$ cat src/rtl/board_move_writer_if.sv
// -----------------------------------------------------------------------------
// board_move_writer_if
//
// Groups the move-command handshake and the single-port memory channel used by
// board_move_writer. Clock and reset are not part of the interface.
//
// Handshake: a command transfers on a rising clock edge where iMOVE_VALID and
// oMOVE_READY are both high. iSRC/iDST are sampled only on that edge. oMOVE_READY
// depends only on the writer's state, never on iMOVE_VALID. Once the writer
// accepts a command, it ignores the command inputs until it signals oDONE.
//
// Signals:
//   iMOVE_VALID      command present (master -> writer)
//   iSRC, iDST       source / destination square 0..63
//   oMOVE_READY      writer can accept a command
//   oDONE            one-cycle pulse at the end of every accepted command
//   oERROR           with oDONE: command rejected, nothing written
//   oCAPTURE         with oDONE: destination piece was overwritten
//   oCAPTURED_PIECE  previous destination word of the last capture
//   oMOVE_COUNT      committed moves, modulo 2^16
//   oADDR/oWDATA/oWREN  memory request
//   iRDATA           memory read data, one cycle after the address
//
// Modports: slave = the writer, master = the command source / memory side.
// -----------------------------------------------------------------------------
interface board_move_writer_if;
    logic        iMOVE_VALID;
    logic [5:0]  iSRC;
    logic [5:0]  iDST;
    logic        oMOVE_READY;
    logic        oDONE;
    logic        oERROR;
    logic        oCAPTURE;
    logic [31:0] oCAPTURED_PIECE;
    logic [15:0] oMOVE_COUNT;
    logic [11:0] oADDR;
    logic [31:0] oWDATA;
    logic        oWREN;
    logic [31:0] iRDATA;

    modport slave (
        input  iMOVE_VALID, iSRC, iDST, iRDATA,
        output oMOVE_READY, oDONE, oERROR, oCAPTURE, oCAPTURED_PIECE,
               oMOVE_COUNT, oADDR, oWDATA, oWREN
    );

    modport master (
        output iMOVE_VALID, iSRC, iDST, iRDATA,
        input  oMOVE_READY, oDONE, oERROR, oCAPTURE, oCAPTURED_PIECE,
               oMOVE_COUNT, oADDR, oWDATA, oWREN
    );
endinterface

$ cat src/rtl/board_move_writer.sv
// -----------------------------------------------------------------------------
// board_move_writer
//
// Moves a chess piece in the board image held in data memory. A move command
// (source, destination square) is accepted over a valid/ready handshake. The
// block then performs a fixed-latency read-modify-write: it reads both squares,
// checks the move, writes the source piece to the destination and clears the
// source. It reports done / error / capture and counts committed moves.
//
// Ports:
//   iCLK        master clock, rising edge
//   iRST_n      asynchronous active-low reset
//   bus         board_move_writer_if.slave (command handshake + memory channel)
//   oDBG_STATE  current FSM state encoding, for observation only
//
// The memory has a registered address and an unregistered q. The word addressed
// in cycle N therefore appears on iRDATA in cycle N+1. The memory outputs are
// decoded directly from the state register for this reason: the read of each
// square is issued in the state before the one that consumes it.
// -----------------------------------------------------------------------------
module board_move_writer #(
    parameter logic [11:0] BOARD_BASE = 12'd0,
    parameter logic [31:0] EMPTY_CODE = 32'd0
) (
    input  logic                       iCLK,
    input  logic                       iRST_n,
    board_move_writer_if.slave         bus,
    output logic [2:0]                 oDBG_STATE
);

    typedef enum logic [2:0] {
        IDLE   = 3'd0,
        RD_SRC = 3'd1,
        RD_DST = 3'd2,
        CHECK  = 3'd3,
        WR_DST = 3'd4,
        WR_SRC = 3'd5,
        FIN    = 3'd6
    } state_t;

    state_t      state_q, state_d;
    logic [5:0]  src_q, src_d;
    logic [5:0]  dst_q, dst_d;
    logic [31:0] src_piece_q, src_piece_d;
    logic [31:0] dst_piece_q, dst_piece_d;
    logic        err_q, err_d;
    logic        cap_q, cap_d;
    logic [31:0] captured_q, captured_d;
    logic [15:0] count_q, count_d;

    logic [11:0] addr;
    logic [31:0] wdata;
    logic        wren;
    logic        ready;
    logic        done;
    logic        error;
    logic        capture;

    logic [11:0] src_addr;
    logic [11:0] dst_addr;

    // 12-bit wrap-around arithmetic; BOARD_BASE must leave room for 64 squares.
    assign src_addr = BOARD_BASE + {6'd0, src_q};
    assign dst_addr = BOARD_BASE + {6'd0, dst_q};

    always_ff @(posedge iCLK or negedge iRST_n) begin
        if (!iRST_n) begin
            state_q     <= IDLE;
            src_q       <= 6'd0;
            dst_q       <= 6'd0;
            src_piece_q <= 32'd0;
            dst_piece_q <= 32'd0;
            err_q       <= 1'b0;
            cap_q       <= 1'b0;
            captured_q  <= 32'd0;
            count_q     <= 16'd0;
        end else begin
            state_q     <= state_d;
            src_q       <= src_d;
            dst_q       <= dst_d;
            src_piece_q <= src_piece_d;
            dst_piece_q <= dst_piece_d;
            err_q       <= err_d;
            cap_q       <= cap_d;
            captured_q  <= captured_d;
            count_q     <= count_d;
        end
    end

    always_comb begin
        state_d     = state_q;
        src_d       = src_q;
        dst_d       = dst_q;
        src_piece_d = src_piece_q;
        dst_piece_d = dst_piece_q;
        err_d       = err_q;
        cap_d       = cap_q;
        captured_d  = captured_q;
        count_d     = count_q;

        addr    = BOARD_BASE;
        wdata   = EMPTY_CODE;
        wren    = 1'b0;
        ready   = 1'b0;
        done    = 1'b0;
        error   = 1'b0;
        capture = 1'b0;

        case (state_q)
            IDLE: begin
                ready = 1'b1;
                if (bus.iMOVE_VALID) begin
                    src_d   = bus.iSRC;
                    dst_d   = bus.iDST;
                    state_d = RD_SRC;
                end
            end
            RD_SRC: begin
                addr    = src_addr;
                state_d = RD_DST;
            end
            RD_DST: begin
                // iRDATA carries the source word requested in RD_SRC.
                addr        = dst_addr;
                src_piece_d = bus.iRDATA;
                state_d     = CHECK;
            end
            CHECK: begin
                // iRDATA carries the destination word requested in RD_DST.
                dst_piece_d = bus.iRDATA;
                if ((src_piece_q == EMPTY_CODE) || (src_q == dst_q)) begin
                    err_d   = 1'b1;
                    cap_d   = 1'b0;
                    state_d = FIN;
                end else begin
                    err_d   = 1'b0;
                    cap_d   = (bus.iRDATA != EMPTY_CODE);
                    state_d = WR_DST;
                end
            end
            WR_DST: begin
                // Destination is written first so an interrupted move never
                // loses the piece; at worst it is duplicated.
                addr    = dst_addr;
                wdata   = src_piece_q;
                wren    = 1'b1;
                state_d = WR_SRC;
            end
            WR_SRC: begin
                addr    = src_addr;
                wdata   = EMPTY_CODE;
                wren    = 1'b1;
                count_d = count_q + 16'd1;
                if (cap_q) begin
                    captured_d = dst_piece_q;
                end
                state_d = FIN;
            end
            FIN: begin
                done    = 1'b1;
                error   = err_q;
                capture = cap_q;
                state_d = IDLE;
            end
            default: begin
                state_d = IDLE;
            end
        endcase
    end

    assign bus.oMOVE_READY     = ready;
    assign bus.oDONE           = done;
    assign bus.oERROR          = error;
    assign bus.oCAPTURE        = capture;
    assign bus.oCAPTURED_PIECE = captured_q;
    assign bus.oMOVE_COUNT     = count_q;
    assign bus.oADDR           = addr;
    assign bus.oWDATA          = wdata;
    assign bus.oWREN           = wren;
    assign oDBG_STATE          = state_q;

endmodule

$ cat src/flat_wrapper.sv
// flat-port wrapper written by rule: the top's interface ports become plain ports
module board_move_writer_flat 
#(
    parameter logic [11:0] BOARD_BASE = 12'd0,
    parameter logic [31:0] EMPTY_CODE = 32'd0
)
  (iCLK, iRST_n, oDBG_STATE, bus_iMOVE_VALID, bus_iSRC, bus_iDST, bus_iRDATA, bus_oMOVE_READY, bus_oDONE, bus_oERROR, bus_oCAPTURE, bus_oCAPTURED_PIECE, bus_oMOVE_COUNT, bus_oADDR, bus_oWDATA, bus_oWREN);
  board_move_writer_if bus_i ();
  input  logic iCLK;
  input  logic iRST_n;
  output logic [2:0] oDBG_STATE;
  input wire logic [$bits(bus_i.iMOVE_VALID)-1:0] bus_iMOVE_VALID;
  input wire logic [$bits(bus_i.iSRC)-1:0] bus_iSRC;
  input wire logic [$bits(bus_i.iDST)-1:0] bus_iDST;
  input wire logic [$bits(bus_i.iRDATA)-1:0] bus_iRDATA;
  output wire logic [$bits(bus_i.oMOVE_READY)-1:0] bus_oMOVE_READY;
  output wire logic [$bits(bus_i.oDONE)-1:0] bus_oDONE;
  output wire logic [$bits(bus_i.oERROR)-1:0] bus_oERROR;
  output wire logic [$bits(bus_i.oCAPTURE)-1:0] bus_oCAPTURE;
  output wire logic [$bits(bus_i.oCAPTURED_PIECE)-1:0] bus_oCAPTURED_PIECE;
  output wire logic [$bits(bus_i.oMOVE_COUNT)-1:0] bus_oMOVE_COUNT;
  output wire logic [$bits(bus_i.oADDR)-1:0] bus_oADDR;
  output wire logic [$bits(bus_i.oWDATA)-1:0] bus_oWDATA;
  output wire logic [$bits(bus_i.oWREN)-1:0] bus_oWREN;
  assign bus_i.iMOVE_VALID = bus_iMOVE_VALID;
  assign bus_i.iSRC = bus_iSRC;
  assign bus_i.iDST = bus_iDST;
  assign bus_i.iRDATA = bus_iRDATA;
  assign bus_oMOVE_READY = bus_i.oMOVE_READY;
  assign bus_oDONE = bus_i.oDONE;
  assign bus_oERROR = bus_i.oERROR;
  assign bus_oCAPTURE = bus_i.oCAPTURE;
  assign bus_oCAPTURED_PIECE = bus_i.oCAPTURED_PIECE;
  assign bus_oMOVE_COUNT = bus_i.oMOVE_COUNT;
  assign bus_oADDR = bus_i.oADDR;
  assign bus_oWDATA = bus_i.oWDATA;
  assign bus_oWREN = bus_i.oWREN;
  board_move_writer #(.BOARD_BASE(BOARD_BASE), .EMPTY_CODE(EMPTY_CODE)) u_core (.iCLK(iCLK), .iRST_n(iRST_n), .bus(bus_i), .oDBG_STATE(oDBG_STATE));
endmodule
$ cat config.mk
export PLATFORM = sky130hd
export DESIGN_NAME = board_move_writer_flat
export DESIGN_NICKNAME = d
export VERILOG_FILES = /design/src/rtl/board_move_writer_if.sv /design/src/rtl/board_move_writer.sv /design/src/flat_wrapper.sv
export SDC_FILE = /design/constraint.sdc
export NUM_CORES = 1
export LEC_CHECK = 0
export ABC_AREA = 1
export ABC_CLOCK_PERIOD_IN_PS = 4400
export BUFFER_PORTS_ARGS = -buffer_cell sky130_fd_sc_hd__clkbuf_2
export CORE_MARGIN = 2
export CORE_UTILIZATION = 57
export DETAILED_ROUTE_END_ITERATION = 10
export MAX_ROUTING_LAYER = met4
export PLACE_DENSITY_LB_ADDON = 0.2
export SLEW_MARGIN = 20
export SYNTH_ARGS = -nofsm -noshare
export SYNTH_HDL_FRONTEND = slang
export SYNTH_SLANG_ARGS = --single-unit
$ cat constraint.sdc
create_clock -name iCLK -period 4.4 [get_ports iCLK]
set_clock_uncertainty 0.2 [all_clocks]
set_input_delay 0.88 -clock iCLK [delete_from_list [all_inputs] [get_ports iCLK]]
set_output_delay 0.88 -clock iCLK [all_outputs]
set_load 0.01 [all_outputs]
==> summary.txt, run 1 <==
==============================================================================
Outcome ......................................................... finished, final reports clean
Inserted Clock Buffers ..........................................           17
Number of resized instances in the post-cts repair step .........            0
Fin area ........................................................   7230 sq um
Detailed Route Iter0 Violations .................................          283
Post-synthesis area per instance ................................   8.44 sq um
Longest individual stage delay on the worst path ................       460 ps
Yosys top cell by area .......................................... sky130_fd_sc_hd__dfrtp_1
Number of warnings printed during yosys synthesis ...............            0
RSZ-0062 raised after global routing ............................           no
DRC viols .......................................................            0
Die boundary width ..............................................       105 um
Pin count of the biggest net entering global routing ............           67
GP Congestion ...................................................        0.867
Top FF cell, synth .............................................. sky130_fd_sc_hd__dfrtp_1
Terminus of the critical flop-to-flop path ...................... u_core.bus.oCAPTURED_PIECE[11]
Fraction of the yosys area taken by sequential cells ............        0.554
Setup slack on the worst flop-to-flop path ......................      2310 ps
Cell types with the largest area share after synthesis .......... sky130_fd_sc_hd__dfrtp_1 (55%), sky130_fd_sc_hd__nand2_1 (13%), sky130_fd_sc_hd__nor2_1 (7.0%), sky130_fd_sc_hd__inv_1 (5.3%), sky130_fd_sc_hd__o21ai_0 (5.2%)
Antenna-violating nets left .....................................            0
Share of post-route cells with drive strength above 1 ...........        0.240
Buf/Inv on CP ...................................................            4
Ordered cell list for the critical path ......................... nor2_1 > inv_1 > nor2_1 > clkinv_1 > buf_4 > nor2_1 > clkbuf_2
Global-route wire length before repair ..........................     22200 um
Number of violations of the max-capacitance limit ...............            0
Vias per std cell ...............................................         5.01
Final wirelength ................................................     13600 um
Leakage Power ...................................................      3.89 nW
Total cell area at the placement stage ..........................   6590 sq um
Leading cell types by count after synthesis ..................... sky130_fd_sc_hd__nand2_1 (205), sky130_fd_sc_hd__dfrtp_1 (129), sky130_fd_sc_hd__nor2_1 (108), sky130_fd_sc_hd__inv_1 (83), sky130_fd_sc_hd__o21ai_0 (61)
Slowest library cell on the worst path .......................... sky130_fd_sc_hd__dfrtp_1
Setup TNS .......................................................         0 ps
TritonCTS clock tree ............................................         done
Shortest period the worst path allows ...........................      3410 ps
Critical path fanouts, max ......................................           23
Setup Fix Bufs, Post-CTS ........................................            0
Insertion delay of the later-clocked pin in the worst-skew pair .       510 ps
Die ar. .........................................................  11100 sq um
Clock Root Buffer ............................................... sky130_fd_sc_hd__clkbuf_8
Count of pins over their slew limit .............................            0
Transition at the pin with the smallest max-transition slack ....       825 ps
Area inside the core boundary ...................................   9860 sq um
Class of the most critical setup path ........................... register to primary output
Hold Violations, Final ..........................................            0
Via count .......................................................         4883
Maximum frequency from static timing analysis ...................    0.293 GHz
CP Data Required Time ...........................................      3320 ps
Estimated wirelength of the detail-placed design ................      9450 um
Total Nets Final ................................................          877
Kind of cell adding the most delay to the critical path ......... buffers and inverters
Total placed cells including tap cells ..........................          943
Initial Utilization .............................................        0.591
Final clock period utilization by the worst path ................        0.775
Antenna violations before repair ................................            0
Final Setup Violations ..........................................            0
Critical Path Start Type ........................................     register
Synth async-reset ratio .........................................         1.00
Top-count cell post-synth ....................................... sky130_fd_sc_hd__nand2_1
Number of I/O port buffers ......................................          140
Cell repeated most along the worst path ......................... sky130_fd_sc_hd__nor2_1
Number of placed I/O pins .......................................          147
Worst setup EP type ............................................. primary output
Deepest clock path buffer count .................................            2
Initial DRT Pass Iterations .....................................            6
Post-synth top area share .......................................        0.554
Class of the worst hold path .................................... input port to async pin
H-tree depth reported by CTS ....................................            4
Synthesized area ................................................   5830 sq um
Clock transition at the registers of the reported paths .........        60 ps
Gr usage total ..................................................        0.262
Congestion Overflow GR ..........................................            0
Synthesized instance count ......................................          691
Count of unique library cells instantiated by Yosys .............           25
Via count of the first global-routing pass ......................         4619
Power per cell area .............................................  722 nW/um^2
Final cell count without fillers ................................          975
Number of cells on the worst reg-to-reg path ....................            5
Max-slew headroom ...............................................        0.450
# clock sinks ...................................................          129
Synthesis-to-layout area growth .................................        24.0%
Arrival time at the worst endpoint ..............................      2330 ps
Hold bufs inserted after CTS ....................................            0
Average wire per standard cell ..................................      13.9 um
Number of standard-cell rows in the floorplan ...................           36
Die Y-Extent ....................................................       105 um
Worst VDD drop ..................................................     0.364 mV
Critical register-to-register path startpoint ................... u_core.oDBG_STATE[1]
Number of storage elements in the synthesis netlist .............          129
Number of synthesized flops with an enable pin ..................            0
Diode insertion count for antenna repair ........................            0
==============================================================================
layout make-up:
| type | instances | area (sq um) |
|---|---|---|
| Clock inverter | 14 | 204 |
| Sequential cell | 129 | 3230 |
| Inverter | 84 | 315 |
| Tap cell | 133 | 166 |
| Fill cell | 742 | 2640 |
| Multi-Input combinational cell | 453 | 2140 |
| Clock buffer | 18 | 428 |
| Timing Repair Buffer | 144 | 746 |
worst reg2reg max path, stage by stage, from the launching register on:
cell                      delay [ps]
sky130_fd_sc_hd__dfrtp_1         390
sky130_fd_sc_hd__inv_1           180
sky130_fd_sc_hd__nand2_4         150
sky130_fd_sc_hd__nor2_8          250
sky130_fd_sc_hd__nand2_4         370
sky130_fd_sc_hd__mux2_4          440
worst max-delay path by stage:
stage                          from  depth (start not counted)              to
4_1_cts        u_core.oDBG_STATE[0]                          7  bus_oWDATA[11]
6_report       u_core.oDBG_STATE[0]                          7  bus_oWDATA[30]
3_5_place_dp   u_core.oDBG_STATE[0]                          7  bus_oWDATA[29]
2_1_floorplan  u_core.oDBG_STATE[0]                          4    bus_oADDR[0]
5_1_grt        u_core.oDBG_STATE[0]                          7  bus_oWDATA[12]
3_3_place_gp   u_core.oDBG_STATE[0]                          7  bus_oWDATA[20]
logic make-up after synthesis:
group,Yosys count,share of synthesized area
simple gates,338,0.230
flops,129,0.554
fa+ha+maj,1,0.00215
buf+inv,114,0.0844
compound gates,80,0.0702
mux,19,0.0457
xor+xnor,9,0.0135
other cells,1,0.000643
power by group:
part | internal (W) | switching (W)
sequential | 0.00171 | 0.000294
clock | 0.000946 | 0.000540
combinational | 0.000650 | 0.00108
sequential cells by signal, summed over array words and instances (netlist names):
register and flops:
u_core.err_q 1, u_core.dst_piece_q 32, u_core.dst_q 6, u_core.src_piece_q 32, u_core.src_q 6, u_core.bus.oMOVE_COUNT 16, u_core.oDBG_STATE 3, u_core.bus.oCAPTURED_PIECE 32
u_core.cap_q 1
placed cells by master, fill, tap and decap left out, types with 5 or more instances in the layout:
cell type / n
sky130_fd_sc_hd__nand2_1: 205
sky130_fd_sc_hd__clkbuf_2: 139
sky130_fd_sc_hd__dfrtp_1: 129
sky130_fd_sc_hd__nor2_1: 108
sky130_fd_sc_hd__inv_1: 83
sky130_fd_sc_hd__o21ai_0: 61
sky130_fd_sc_hd__clkbuf_16: 16
sky130_fd_sc_hd__mux2_4: 14
sky130_fd_sc_hd__a21oi_1: 12
sky130_fd_sc_hd__nand3_1: 10
sky130_fd_sc_hd__o22ai_1: 7
sky130_fd_sc_hd__conb_1: 6
sky130_fd_sc_hd__mux2_2: 5
sky130_fd_sc_hd__xnor2_1: 5
sky130_fd_sc_hd__clkinv_4: 5
stage by stage:
step	setup WS, ps	total power, W	hold WS (ps)	util
finish	989	0.00522	264	0.732
global route	823	0.00558	287	0.732
CTS	967	0.00525	271	0.732
detailed placement	1540	0.00373	256	0.668
global placement	1680	0.00364	251	0.668
floorplan	1990	0.00312	238	-
metal layers:
layer,global-route usage,vias up,wire length (um),part of all wire
met5,-,-,0,0
met4,0.0762,0,160,0.012
met3,0.0605,14,680,0.050
met2,0.405,147,6560,0.48
met1,0.348,2325,6160,0.45
li1,-,2397,-,-
(Power assumes the default switching activity.)
==> run 2: changes to the inputs <==
ABC_CLOCK_PERIOD_IN_PS = 3000   (was 4400)
CORE_UTILIZATION = 48   (was 57)
clock period = 3 ns   (was 4.4 ns; I/O delays follow)
==> summary.txt, run 2 (synthesis results as in run 1) <==
==============================================================================
Hold bufs inserted after CTS ....................................            0   unchanged
Detailed Route Iter0 Violations .................................          300   +6.0%
Leakage Power ...................................................      3.87 nW   -0.68%
Final Setup Violations ..........................................            0   unchanged
Count of pins over their slew limit .............................            0   unchanged
Power, Total ....................................................    0.00744 W   +43%
Synthesis-to-layout area growth .................................        23.7%
Via count of the first global-routing pass ......................         4511   -2.3%
GP Congestion ...................................................        0.833   -3.9%
Hold Violations, Final ..........................................           16   +16
Die boundary width ..............................................       114 um   +8.6%
Highest-count cells in the layout ignoring fill and taps ........ sky130_fd_sc_hd__nand2_1 (205), sky130_fd_sc_hd__clkbuf_2 (139), sky130_fd_sc_hd__dfrtp_1 (129)
Layer carrying the most global-route usage ......................         met2
Congestion Overflow GR ..........................................            0   unchanged
Inserted Clock Buffers ..........................................           17   unchanged
Antenna-violating nets left .....................................            0   unchanged
Failing checks ..................................................  hold timing
# clock sinks ...................................................          129   unchanged
Class of the most critical setup path ........................... register to primary output
Via count .......................................................         4769   -2.3%
Setup Fix Bufs, Post-CTS ........................................            0   unchanged
Final clock period utilization by the worst path ................        0.890
Critical path fanouts, max ......................................           18   -22%
Deepest clock path buffer count .................................            2   unchanged
Max-slew headroom ...............................................        0.457   +0.00690
DRC viols .......................................................            0   unchanged
Total of fill cells in the finished design ......................         1069   +44%
Vias per std cell ...............................................         4.81   -3.9%
Critical register-to-register path startpoint ................... u_core.oDBG_STATE[1]
Number of cells on the worst reg-to-reg path ....................            5   unchanged
Average wire per standard cell ..................................      13.4 um   -3.6%
H-tree depth reported by CTS ....................................            4   unchanged
Gr usage total ..................................................        0.220   -0.0415
Shortest period the worst path allows ...........................      2670 ps
Arrival time at the worst endpoint ..............................      1870 ps   -460 ps
Most common library cell in the layout ignoring fill and taps ... sky130_fd_sc_hd__nand2_1
Worst VDD drop ..................................................     0.470 mV   +29%
Number of standard-cell rows in the floorplan ...................           40   +11%
Outcome ......................................................... finished with violations
Final Hold Slack ................................................     -13.9 ps   -278 ps
Initial Utilization .............................................        0.489   -0.102
Area inside the core boundary ...................................  11900 sq um   +21%
Die ar. .........................................................  13000 sq um   +18%
Transition at the pin with the smallest max-transition slack ....       813 ps   -11.2 ps
Clock transition at the registers of the reported paths .........        60 ps   about the same
Final wirelength ................................................     13300 um   -2.0%
Clock Root Buffer ............................................... sky130_fd_sc_hd__clkbuf_16
Power per cell area ............................................. 1030 nW/um^2   +43%
Setup slack on the worst flop-to-flop path ......................       880 ps   -1430 ps
Number of I/O port buffers ......................................          140   unchanged
RSZ-0062 raised after global routing ............................           no
Estimated wirelength of the detail-placed design ................      9510 um   +0.59%
Class of the worst hold path .................................... input port to async pin
Number of placed I/O pins .......................................          147   unchanged
Diode insertion count for antenna repair ........................            0   unchanged
Antenna violations before repair ................................            0   unchanged
Terminus of the critical flop-to-flop path ...................... u_core.bus.oCAPTURED_PIECE[18]
Setup TNS .......................................................         0 ps   unchanged
Share of post-route cells with drive strength above 1 ...........        0.242   +0.00180
Global routing met2 resource utilization ........................        0.346   -0.0585
Global-route wire length before repair ..........................     21600 um   -2.5%
Number of violations of the max-capacitance limit ...............            0   unchanged
Grt met3 use ....................................................       0.0630   +0.00248
CP Data Required Time ...........................................      2200 ps   -1120 ps
Die Y-Extent ....................................................       114 um   +8.6%
Critical Path Start Type ........................................     register
Initial DRT Pass Iterations .....................................            4   -2
Maximum frequency from static timing analysis ...................    0.375 GHz
Final core utilization ..........................................        0.605   -0.127
Worst setup EP type ............................................. primary output
Pin count of the biggest net entering global routing ............           70   +4.5%
Total Nets Final ................................................          879   +0.23%
Met1 Track Usage GR .............................................        0.278   -0.0699
Number of resized instances in the post-cts repair step .........            0   unchanged
Insertion delay of the later-clocked pin in the worst-skew pair .       410 ps   -100 ps
TritonCTS clock tree ............................................         done
==============================================================================
==> run 2: cell count changes in the layout (fill, tap and decap cells not counted) <==
cell,delta
sky130_fd_sc_hd__clkinvlp_4,+5
sky130_fd_sc_hd__clkinv_2,+4
sky130_fd_sc_hd__clkinv_4,-4
sky130_fd_sc_hd__inv_6,-3
sky130_fd_sc_hd__bufinv_16,-2
sky130_fd_sc_hd__buf_4,+1
sky130_fd_sc_hd__buf_6,+1
sky130_fd_sc_hd__clkbuf_16,+1
sky130_fd_sc_hd__clkbuf_8,-1
==> run 2: area by class of cell <==
cell class / count / area [sq um] / share of cell area
Clock buffer: 18 / 439 / 0.0609
Clock inverter: 14 / 140 / 0.0194
Inverter: 84 / 315 / 0.0437
Multi-Input combinational cell: 453 / 2140 / 0.297
Sequential cell: 129 / 3230 / 0.448
Tap cell: 147 / 184 / 0.0255
Timing Repair Buffer: 146 / 764 / 0.106
==> run 2: how the worst max path moves through the flow <==
stage                     end            startpoint  slack [ps]  depth (start not counted)
2_1_floorplan    bus_oADDR[0]  u_core.oDBG_STATE[0]         870                          4
3_3_place_gp        bus_oWREN  u_core.oDBG_STATE[1]         810                          6
3_5_place_dp   bus_oWDATA[28]  u_core.oDBG_STATE[0]         760                          7
4_1_cts        bus_oWDATA[28]  u_core.oDBG_STATE[0]         320                          7
5_1_grt        bus_oWDATA[29]  u_core.oDBG_STATE[0]         180                          7
6_report       bus_oWDATA[23]  u_core.oDBG_STATE[0]         330                          7
==> run 2: metrics by stage <==
stage	hold WS, ps	worst slack (ps)	cells	area [sq um]
floorplan	104	870	696	5850
global placement	251	812	959	6630
detailed placement	259	764	959	6630
CTS	10.9	315	991	7210
global route	36.5	177	991	7210
finish	-13.9	330	991	7210
==> run 2: critical path, stage by stage, from the launching register on <==
cell	delay, ps
sky130_fd_sc_hd__dfrtp_1	460
sky130_fd_sc_hd__nor2_1	200
sky130_fd_sc_hd__inv_1	60
sky130_fd_sc_hd__nor2_1	150
sky130_fd_sc_hd__clkinv_1	100
sky130_fd_sc_hd__buf_4	210
sky130_fd_sc_hd__nor2_1	120
sky130_fd_sc_hd__clkbuf_2	150
==> run 2: report_power, final <==
| group | internal [W] | switching (W) |
|---|---|---|
| registers | 0.00251 | 0.000414 |
| logic | 0.000960 | 0.00155 |
| clock network | 0.00124 | 0.000777 |
| total | 0.00470 | 0.00274 |
==> run 2: per-layer routing <==
layer,share of wire,vias up
met1,0.46,2238
li1,-,2403
met5,0,-
met2,0.48,115
met3,0.051,13
met4,0.010,0
==> run 3: changes to the inputs <==
ABC_CLOCK_PERIOD_IN_PS = default   (was 3000)
clock period = 2.2 ns   (was 3 ns; I/O delays follow)
==> summary.txt, run 3 (synthesis results as in run 1) <==
==============================================================================
Congestion Overflow GR ..........................................            0   unchanged
GP Congestion ...................................................        0.870   +4.4%
Total cell area at the placement stage ..........................   6690 sq um   +0.94%
Insertion delay of the later-clocked pin in the worst-skew pair .       410 ps   about the same
Average wire per standard cell ..................................      15.3 um   +14%
Antenna violations before repair ................................            0   unchanged
Number of standard-cell rows in the floorplan ...................           40   unchanged
Estimated wirelength of the detail-placed design ................      9840 um   +3.4%
Die Y-Extent ....................................................       114 um   unchanged
Number of violations of the max-capacitance limit ...............            0   unchanged
Antenna-violating nets left .....................................            0   unchanged
Deepest clock path buffer count .................................            2   unchanged
Final core utilization ..........................................        0.666   +0.0609
Class of the most critical setup path ........................... register to primary output
Via count .......................................................         5096   +6.9%
Highest-count cells in the layout ignoring fill and taps ........ sky130_fd_sc_hd__nand2_1 (205), sky130_fd_sc_hd__dfrtp_1 (128), sky130_fd_sc_hd__clkbuf_2 (99)
Die boundary width ..............................................       114 um   unchanged
Power per cell area ............................................. 1410 nW/um^2   +36%
Fin worst setup slack ...........................................      -158 ps   -488 ps
Initial Utilization .............................................        0.489   unchanged
Worst VDD drop ..................................................     0.752 mV   +60%
Number of I/O port buffers ......................................          140   unchanged
Clock share of power ............................................        0.247   -0.024
Max-slew headroom ...............................................        0.522   +0.0653
H-tree depth reported by CTS ....................................            4   unchanged
Maximum frequency from static timing analysis ...................    0.424 GHz
CP Data Required Time ...........................................      1560 ps   -640 ps
Setup slack at placement ........................................       224 ps   -539 ps
Share of post-route cells with drive strength above 1 ...........        0.311   +0.0693
Die ar. .........................................................  13000 sq um   unchanged
Leakage Power ...................................................      4.11 nW   +6.4%
Final wirelength ................................................     15400 um   +16%
RSZ-0062 raised after global routing ............................          yes
# clock sinks ...................................................          129   unchanged
Total Nets Final ................................................          901   +2.5%
Switching power .................................................    0.00417 W   +52%
Worst setup EP type ............................................. primary output
Gr usage total ..................................................        0.244   +0.0239
Class of the worst hold path .................................... input port to register
Detailed Route Iter0 Violations .................................          376   +25%
Final Hold Slack ................................................      66.6 ps   +80.6 ps
Synthesis-to-layout area growth .................................        36.1%
Inserted Clock Buffers ..........................................           17   unchanged
Area inside the core boundary ...................................  11900 sq um   unchanged
Most common library cell in the layout ignoring fill and taps ... sky130_fd_sc_hd__nand2_1
Transition at the pin with the smallest max-transition slack ....       715 ps   -98.8 ps
Final cell count without fillers ................................         1012   +2.1%
Beginning of the critical path .................................. u_core.oDBG_STATE[1]
Share of power burned in registers ..............................        0.358   -0.034
DRC viols .......................................................            0   unchanged
Vias per std cell ...............................................         5.04   +4.6%
Number of placed I/O pins .......................................          147   unchanged
Logic pwr share .................................................        0.396   +0.059
Diode insertion count for antenna repair ........................            0   unchanged
Global-route wire length before repair ..........................     23800 um   +10%
Switching share of power ........................................        0.374   +0.00608
Clock Root Buffer ............................................... sky130_fd_sc_hd__clkbuf_16
Failing checks .................................................. setup timing
TritonCTS clock tree ............................................         done
Critical register-to-register path startpoint ................... u_core.oDBG_STATE[1]
Total placed cells including tap cells ..........................          964   +0.52%
Count of pins over their slew limit .............................            0   unchanged
Final clock period utilization by the worst path ................         1.07
Pin count of the biggest net entering global routing ............           67   -4.3%
Final Setup Violations ..........................................           39   +39
Clock transition at the registers of the reported paths .........        50 ps   about the same
Internal ........................................................    0.00699 W   +49%
Hold Violations, Final ..........................................            0   -16
Arrival time at the worst endpoint ..............................      1720 ps   -150 ps
Critical Path Start Type ........................................     register
Via count of the first global-routing pass ......................         5011   +11%
Critical path fanouts, max ......................................            8   -10
Fin area ........................................................   7940 sq um   +10%
Min-Delay Startpoint ............................................ bus_iRDATA[10]
Outcome ......................................................... finished with violations
Initial DRT Pass Iterations .....................................            5   +1
Shortest period the worst path allows ...........................      2360 ps
==============================================================================
[run 3: timing repair]
action,in CTS,in global routing
setup endpoints to repair,41,46
hold endpoints to repair,50,0
hold buffers,1,0
cloned,2,3
setup buffers,8,3
gates resized for setup,48,95
pin swaps,6,2
[run 3: per-layer routing]
layer | global-route usage | vias up | wire, um
met5 | - | - | 0
met4 | 0.0976 | 0 | 327
met3 | 0.0545 | 29 | 1000
met2 | 0.394 | 209 | 7650
met1 | 0.299 | 2412 | 6460
li1 | - | 2446 | -
[run 3: cell type report]
| class | instances | area, sq um |
|---|---|---|
| clock inverter | 4 | 45.0 |
| timing repair buffer | 168 | 1200 |
| sequential | 129 | 3230 |
| tap | 147 | 184 |
| inverter | 84 | 329 |
| multi-input combinational | 453 | 2410 |
| fill | 977 | 3980 |
| clock buffer | 27 | 543 |
[run 3: final timing paths]
check                                             end  slack [ps]  depth (start not counted)
max in group asynchronous        u_core.oDBG_STATE[2]         810                          3
min in group asynchronous  u_core.bus.oMOVE_COUNT[12]         360                          2
setup reg to reg            u_core.bus.oMOVE_COUNT[8]         140                         10
setup / recovery                        bus_oWDATA[9]        -160                          7
hold / removal                 u_core.dst_piece_q[10]          70                          3
hold reg to reg                u_core.dst_piece_q[15]         270                          2
[run 3: stage by stage]
stage          setup TNS, ps  power, W
2_1_floorplan              0   0.00625
3_3_place_gp               0   0.00741
3_5_place_dp               0   0.00757
4_1_cts                -3820    0.0108
5_1_grt                -8050    0.0119
6_report               -4670    0.0112
[run 3: worst max-delay path: stages (launching register included)]
cell and delay [ps]:
sky130_fd_sc_hd__dfrtp_1 400, sky130_fd_sc_hd__nor2_2 140, sky130_fd_sc_hd__inv_2 60, sky130_fd_sc_hd__nor2_4 120
sky130_fd_sc_hd__clkinv_4 150, sky130_fd_sc_hd__clkbuf_16 220, sky130_fd_sc_hd__nor2_1 80, sky130_fd_sc_hd__buf_2 130
[run 3: power by group through the flow]
| stage | combinational (W) | clock (W) | sequential [W] |
|---|---|---|---|
| final | 0.00442 | 0.00275 | 0.00399 |
| after global routing | 0.00490 | 0.00289 | 0.00411 |
| after CTS | 0.00404 | 0.00279 | 0.00398 |
| after detailed placement | 0.00356 | 0 | 0.00401 |
| after global placement | 0.00346 | 0 | 0.00395 |
| after floorplan | 0.00221 | 0 | 0.00404 |
